File: config.mk
export PLATFORM = sky130hd
export DESIGN_NAME = alarm_slot_loader
export DESIGN_NICKNAME = d
export VERILOG_FILES = /design/src/rtl/alarm_slot_loader.sv
export SDC_FILE = /design/constraint.sdc
export NUM_CORES = 1
export LEC_CHECK = 0
export ABC_AREA = 1
export CORE_UTILIZATION = 43
export DETAILED_ROUTE_END_ITERATION = 10
export HOLD_SLACK_MARGIN = 0.05
export SLEW_MARGIN = 20
export SYNTH_ARGS = -nofsm -noshare
export SYNTH_HDL_FRONTEND = slang
export SYNTH_SLANG_ARGS = --single-unit
File: constraint.sdc
create_clock -name clk -period 4.5 [get_ports clk]
set_input_delay 0.9 -clock clk [delete_from_list [all_inputs] [get_ports clk]]
set_output_delay 0.9 -clock clk [all_outputs]
set_load 0.03 [all_outputs]
File: src/rtl/alarm_slot_loader.sv
// Multi-slot hour/minute loader with auto-repeat buttons and BCD/12-24h display decode.
// Optional ALARM_SLOT_CARRY_EN: minute wrap carries into the hour of the same slot.
module alarm_slot_loader #(
  parameter int NUM_SLOTS     = 4,
  parameter int SLOT_W        = 2,
  parameter int REPEAT_DELAY  = 50_000_000,
  parameter int REPEAT_PERIOD = 10_000_000
) (
  input  logic              clk,
  input  logic              reset,
  input  logic              enable,
  input  logic [SLOT_W-1:0] sel_slot,
  input  logic              hour,
  input  logic              minute,
  input  logic              down,
  input  logic              twenty_four_format,
  output logic [5:0]        hour_count,
  output logic [5:0]        min_count,
  output logic [7:0]        hour_bcd,
  output logic [7:0]        min_bcd,
  output logic              PM
);

  localparam int CNT_MAX = (REPEAT_DELAY > REPEAT_PERIOD) ? REPEAT_DELAY : REPEAT_PERIOD;
  localparam int CNT_W   = $clog2(CNT_MAX + 1);
  localparam logic [CNT_W-1:0] DLY_LAST = CNT_W'(REPEAT_DELAY - 1);
  localparam logic [CNT_W-1:0] PER_LAST = CNT_W'(REPEAT_PERIOD - 1);

  typedef enum logic [1:0] {IDLE, HOLD_WAIT, REPEAT} state_t;

  state_t             state;
  logic [CNT_W-1:0]   cnt;
  logic               lock;
  logic [SLOT_W-1:0]  sel_q;
  logic [5:0]         hour_r [NUM_SLOTS];
  logic [5:0]         min_r  [NUM_SLOTS];

  logic [SLOT_W-1:0]  slot;
  logic [5:0]         cur_h, cur_m, nxt_h, nxt_m, h_inc, h_dec, m_inc, m_dec, disp_h;
  logic               btn, abort, step;

  assign slot  = (32'(sel_slot) < NUM_SLOTS) ? sel_slot : '0;
  assign cur_h = hour_r[slot];
  assign cur_m = min_r[slot];

  assign btn   = hour ^ minute;
  assign abort = !btn || !enable || (sel_slot != sel_q);

  always_comb begin
    step = 1'b0;
    case (state)
      IDLE:      step = !abort && !lock;
      HOLD_WAIT: step = !abort && (cnt == DLY_LAST);
      REPEAT:    step = !abort && (cnt == PER_LAST);
      default:   step = 1'b0;
    endcase
  end

  assign h_inc = (cur_h == 6'd23) ? 6'd0  : cur_h + 6'd1;
  assign h_dec = (cur_h == 6'd0)  ? 6'd23 : cur_h - 6'd1;
  assign m_inc = (cur_m == 6'd59) ? 6'd0  : cur_m + 6'd1;
  assign m_dec = (cur_m == 6'd0)  ? 6'd59 : cur_m - 6'd1;

  always_comb begin
    nxt_h = cur_h;
    nxt_m = cur_m;
    if (hour) begin
      nxt_h = down ? h_dec : h_inc;
    end else begin
      nxt_m = down ? m_dec : m_inc;
`ifdef ALARM_SLOT_CARRY_EN
      if (down && cur_m == 6'd0)
        nxt_h = h_dec;
      else if (!down && cur_m == 6'd59)
        nxt_h = h_inc;
`endif
    end
  end

  // lock survives reset so a button held across reset must be released before it steps again
  always_ff @(posedge clk or posedge reset) begin
    if (reset) begin
      state <= IDLE;
      cnt   <= '0;
      lock  <= 1'b1;
      sel_q <= '0;
      for (int i = 0; i < NUM_SLOTS; i++) begin
        hour_r[i] <= '0;
        min_r[i]  <= '0;
      end
    end else begin
      sel_q <= sel_slot;
      if (!btn) lock <= 1'b0;
      if (abort) begin
        state <= IDLE;
        cnt   <= '0;
      end else begin
        case (state)
          IDLE: begin
            if (!lock) begin
              state <= HOLD_WAIT;
              cnt   <= '0;
            end
          end
          HOLD_WAIT: begin
            if (cnt == DLY_LAST) begin
              state <= REPEAT;
              cnt   <= '0;
            end else begin
              cnt <= cnt + 1'b1;
            end
          end
          REPEAT: begin
            if (cnt == PER_LAST) cnt <= '0;
            else                 cnt <= cnt + 1'b1;
          end
          default: state <= IDLE;
        endcase
      end
      if (step) begin
        hour_r[slot] <= nxt_h;
        min_r[slot]  <= nxt_m;
      end
    end
  end

  function automatic logic [7:0] to_bcd(input logic [5:0] v);
    logic [5:0] tens;
    logic [5:0] ones;
    tens = v / 6'd10;
    ones = v % 6'd10;
    return {tens[3:0], ones[3:0]};
  endfunction

  always_comb begin
    disp_h = cur_h;
    if (!twenty_four_format) begin
      if (cur_h == 6'd0)      disp_h = 6'd12;
      else if (cur_h > 6'd12) disp_h = cur_h - 6'd12;
    end
  end

  assign hour_count = cur_h;
  assign min_count  = cur_m;
  assign hour_bcd   = to_bcd(disp_h);
  assign min_bcd    = to_bcd(cur_m);
  assign PM         = !twenty_four_format && (cur_h >= 6'd12);

endmodule

Word-level counts from Yosys, hierarchy flattened

Cells that the tools add are included.
Widths: inputs -> output; s select.

Register bits after elaboration: 79
Bits in latches: 0
RAM bits: 0
ROM bits: 0
Bits of input ports: 9
Output and inout port bits: 29
Logic and storage cells: 87
Memories: 0

Add/subtract/negate cells: 6
$mul: 0
Div/mod/pow operators: 4
Order comparisons: 4
Equal/unequal tests: 10
Shift-type cells: 0
Mux-type cells: 31
Bitwise operators: 2
Reductions and logical operators: 18

Operators by type and width:

| operator              | count |
|---|---|
| $mux 26               | 4 |
| $mux 6                | 16 |
| $pmux 26 s3           | 1 |
| $bwmux 24             | 2 |
| $add 26x1->26 const B | 1 |
| $eq 26x24->1 const B  | 1 |
| $eq 26x26->1 const B  | 1 |
| $bmux 6 s2            | 2 |
| $add 6x1->6 const B   | 2 |
| $demux 6 s2           | 1 |
| $div 6x4->6 const B   | 2 |
| $logic_not 6->1       | 2 |
| $mod 6x4->6 const B   | 2 |
| $sub 6x1->6 const B   | 2 |
| $eq 6x5->1 const B    | 1 |
| $eq 6x6->1 const B    | 1 |
| $ge 6x4->1 const B    | 1 |
| $gt 6x4->1 const B    | 1 |
| $mux 2                | 3 |
| $ne 3x3->1 const B    | 2 |
| $pmux 2 s3            | 1 |
| $sub 6x4->6 const B   | 1 |
| $logic_and 1x1->1     | 5 |
| $logic_not 1->1       | 5 |
| other kinds (14)      | 15 |

Depth between registers and ports, before layout

Gate-level depths: netlist of run 1.

Depth after elaboration: 9
Gate-level depth with buffers: 26

Worst setup path before layout of run 1

No wires, ideal clock.

Kind: input -> output
Start: input sel_slot[1]
End: output hour_bcd[5]
Data arrival time: 4,158 ps
Slack: -558 ps
Stages: 18
Path buffers: 1
Cell sequence: buf_6 > nor2_4 > inv_2 > o22ai_1 > a21oi_1 > o21ai_1 > inv_2 > ha_1 > or2_2 > nand3_4 > nand2_4 > o21bai_2 > nand2_2 > nor2_2 > nand2_2 > nand2_4 > nor2_2 > o21ai_0

Word-level cells in the longest chain between the ends: 9

RTL lines:

| item                                           | line | RTL |
|---|---|---|
| start: declaration                             | 12   | `input logic [SLOT_W-1:0] sel_slot,` |
| $not 2->3 (implied by the code) (*)            | 43   | `assign cur_h = hour_r[slot];` |
| $bmux 6 s2 (*)                                 | 43   |  |
| $mux 6 (implied by the code) (*) (2 in series) | 43   |  |
| via hour_count[0]                              | 17   | `output logic [5:0] hour_count,` |
| $sub 6x4->6 or $gt 6x4->1 (tied branches)      | 139  | `else if (cur_h > 6'd12) disp_h = cur_h - 6'd12;` |
| $mux 6                                         | 139  |  |
| $mux 6                                         | 138  | `if (cur_h == 6'd0) disp_h = 6'd12;` |
| $mux 6 (*)                                     | 137  | `if (!twenty_four_format) begin` |
| $div 6x4->6 (*)                                | 130  | `tens = v / 6'd10;` |
| end: declaration                               | 19   | `output logic [7:0] hour_bcd,` |

Mark *: on every way through the listed nets, which the timed path passes. The rest lies on a longest branch. The select of a mux whose other input is x is not followed.

Worst setup path after layout of run 1

Start: input sel_slot[0]
End: output hour_bcd[3]

Word-level cells in the longest chain between the ends: 9

RTL lines:

| item                                           | line | RTL |
|---|---|---|
| $not 2->3 (implied by the code) (*)            | 43   |  |
| $bmux 6 s2 (*)                                 | 43   |  |
| $mux 6 (implied by the code) (*) (2 in series) | 43   |  |
| $sub 6x4->6 or $gt 6x4->1 (tied branches)      | 139  |  |
| $mux 6                                         | 139  |  |
| $mux 6                                         | 138  |  |
| $mux 6 (*)                                     | 137  |  |
| $mod 6x4->6 (*)                                | 131  | `ones = v % 6'd10;` |

Mark *: on every way between the ends. The rest lies on a longest branch, timed or not. The select of a mux whose other input is x is not followed.

==> impl_metrics.env, run 1 <==
export IMPL_status="completed"
export IMPL_ff2ff_path_depth=14
export IMPL_root_buffer="clkbuf_16"
export IMPL_core_area_um2=12200
export IMPL_cts_tree="built"
export IMPL_cp_arrival_ns=3.45
export IMPL_netlist_cell_type_count=49
export IMPL_fin_tns_setup_ns=0
export IMPL_worst_pin_slew_ns=0.661
export IMPL_yosys_top_cells_area="dfrtp_1 (36%), nand2_1 (16%), nand3_1 (6.0%)"
export IMPL_drt_iter0_drc=342
export IMPL_p_leak_nw=3.35
export IMPL_p_switching_mw=1.52
export IMPL_htreeDepth=3
export IMPL_hold_class="reg -> reg"
export IMPL_synth_seq_cells=79
export IMPL_grt_pass1_vias=4956
export IMPL_diodes=0
export IMPL_cts_reportedPaths_clkPinSlew_ns=0.06
export IMPL_use_met2_pct=37.6
export IMPL_regArea_um2=1980
export IMPL_switching_share_pct=41.3
export IMPL_slew_headroom_pct=55.9
export IMPL_rr_endpoint="cnt[23]"
export IMPL_synthCells=763
export IMPL_overflow=0
export IMPL_max_vdd_ir_drop_uv=250
export IMPL_hold_violations=0
export IMPL_hold_buffers=0
export IMPL_path_max_fanout=5
export IMPL_wire_per_inst_um=13.7
export IMPL_power_frac_seq_pct=24.7
export IMPL_drc=0
export IMPL_clockBufferDepth=2
export IMPL_grt_pass1_wl_mm=23.5
export IMPL_met3_usage_pct=4.74
export IMPL_drive_gt1_share_pct=23.9
export IMPL_die_x_um=115
export IMPL_multi_input_area_um2=3190
export IMPL_p_int_mw=2.16
export IMPL_ant_nets=0
export IMPL_die_h_um=115
export IMPL_antenna_found_initial=0
export IMPL_clkLatencyLatePin_ns=0.34
export IMPL_utilization_pct=57.6
export IMPL_yosysTopAreaCell="dfrtp_1"
export IMPL_grt_max_degree=31
export IMPL_design_area_um2=7040
export IMPL_yosysMostFrequentCell="nand2_1"
export IMPL_yosysTopAreaCellShare_pct=35.6
export IMPL_fin_ws_ns=0.147
export IMPL_syn_cell_area_um2=5480
export IMPL_finClkSkew_ns=0.00694
export IMPL_initial_core_util_pct=44.8
export IMPL_synth_edf_count=0
export IMPL_area_growth_synth_to_final_pct=28.5
export IMPL_async_flop_share_pct=100
export IMPL_drv_slew=0
export IMPL_io_pins=38
export IMPL_fill_cells=1168
export IMPL_finalCritPeriodShare_pct=96.7
export IMPL_worstPathRequired_ns=3.60
export IMPL_track_usage_pct=22.7
export IMPL_endpoint="hour_bcd[3]"
export IMPL_grt_busiest_layer="met2"
export IMPL_setup_viol=0
export IMPL_worstSetupPathType="in -> out"
export IMPL_gp_congestion=0.848
export IMPL_grt_use_met1_pct=31.0
export IMPL_crit_path_start="sel_slot[0]"
export IMPL_totalWireLength_mm=14.3
export IMPL_fmax_ghz=0.230
export IMPL_numCtsBuffers=9
export IMPL_hpwl_mm=10.6
export IMPL_portBuffers=35
export IMPL_ff2ff_setup_slack_ns=1.89
export IMPL_place_area_um2=6400
export IMPL_rows=40
export IMPL_clkPwrFrac_pct=21.8
export IMPL_period_needed_ns=4.35
export IMPL_vias_per_cell=5.09
export IMPL_place_ws_ns=-0.396
export IMPL_cap_violations=0
export IMPL_firstDrtPassIters=5
export IMPL_syn_area_per_cell_um2=7.18
export IMPL_whs_ns=0.475
export IMPL_start_kind="primary input"
export IMPL_nNetsFinal=897
export IMPL_yosysSeqAreaShare_pct=36.1
export IMPL_num_vias=5309
export IMPL_end_kind="output pin"
export IMPL_r2r_start="cnt[0]"
export IMPL_ys_flop_type="dfrtp_1"
export IMPL_combinationalPowerShare_pct=53.4
export IMPL_powerDensity_nw_per_um2=524
export IMPL_dieArea_um2=13200
export IMPL_ys_warn_count=0
export IMPL_clock_sinks=79
export IMPL_synthTopCellsByCount="nand2_1 (234), dfrtp_1 (78), inv_1 (73)"
cell type report:
cell class | count | share of cell area [%]
flip-flops and latches | 79 | 28.1
inverters | 88 | 4.93
clock buffers | 11 | 3.59
repair buffers | 115 | 13.9
well taps | 168 | 2.99
multi-input cells | 577 | 45.4
clock inverters | 5 | 1.14
state kept, by name, indices dropped and copies added, names as in the netlist:
register	count
min_r	24
hour_r	24
state	2
cnt	26
lock	1
sel_q	2
power groups by stage:
stage	clock network [mW]	logic [mW]	registers, mW
3_3_place_gp	0	1.78	0.917
5_1_grt	0.859	2.16	0.925
6_report	0.805	1.97	0.913
4_1_cts	0.827	1.89	0.910
3_5_place_dp	0	1.81	0.920
2_1_floorplan	0	1.23	0.901
logic make-up after synthesis:
group	Yosys count	share of synthesized area, %
AO/OA/AOI/OAI	91	9.62
other	1	0.0685
XOR/XNOR	21	3.36
adder cells (fa/ha/maj)	18	4.11
AND/OR/NAND/NOR	445	38.5
flip-flops	79	36.1
buffers and inverters	108	8.22
per-stage QoR:
step | total power, mW | cells
floorplan | 2.13 | 764
CTS | 3.63 | 1033
global route | 3.94 | 1043
detailed placement | 2.73 | 1010
finish | 3.69 | 1043
global placement | 2.69 | 1010
worst min-delay path by stage:
| stage | startpoint | endpoint | slack, ns | cells past startpoint |
|---|---|---|---|---|
| detailed placement | min_r[7] | min_r[7] | 0.46 | 2 |
| CTS | min_r[18] | min_r[18] | 0.48 | 2 |
| global route | min_r[18] | min_r[18] | 0.50 | 2 |
| floorplan | hour_r[6] | hour_r[6] | 0.44 | 2 |
| global placement | min_r[7] | min_r[7] | 0.45 | 2 |
| finish | min_r[18] | min_r[18] | 0.48 | 2 |
what timing repair did:
| item | 4_1_cts | 5_1_grt |
|---|---|---|
| buffers inserted | 7 | 10 |
| endpoints found under the setup margin | 5 | 4 |
| gates cloned | 0 | 0 |
| pin swaps | 13 | 28 |
| gates resized for setup | 23 | 25 |
worst max-delay path, cell delays in order:
cell and delay (ns):
clkbuf_2 0.09, buf_6 0.14, buf_6 0.12, buf_6 0.11
buf_4 0.13, buf_4 0.13, nand3_2 0.07, nand2_2 0.09
nor2_8 0.17, buf_12 0.12, inv_4 0.03, nor2_4 0.11
nand3_2 0.12, nand3_4 0.11, nand3_1 0.10, a21o_1 0.19
nand2_1 0.09, inv_1 0.05, ha_2 0.17, inv_2 0.04
nand3_1 0.06, nand2_1 0.08, nand2_2 0.06, nand2_4 0.05
buf_6 0.12
cells in the final DEF (no fill, tap or decap), types with 15 or more instances in the layout:
cell / synthesis / layout
xor2_1: 17 / 17
inv_1: 73 / 69
dfrtp_1: 78 / 78
ha_1: 18 / 15
a21oi_1: 18 / 16
nand3_1: 66 / 65
buf_4: 3 / 81
clkdlybuf4s50_1: 0 / 20
nand2_2: 22 / 31
nand2_1: 234 / 222
o21ai_0: 35 / 34
nor2_1: 56 / 56
routing by layer:
layer	vias to the layer above	part of all wire, %
met5	-	0
met4	0	0.49
met3	5	4.1
met2	108	47
met1	2522	48
li1	2674	-
No activity file was read; power rests on OpenSTA's default activity.
==> run 2, diff against run 1 <==
SKIP_LAST_GASP = 1   (was unset)
==> results of run 2 <==
Final layout, timing and power as in run 1 (identical DEF).
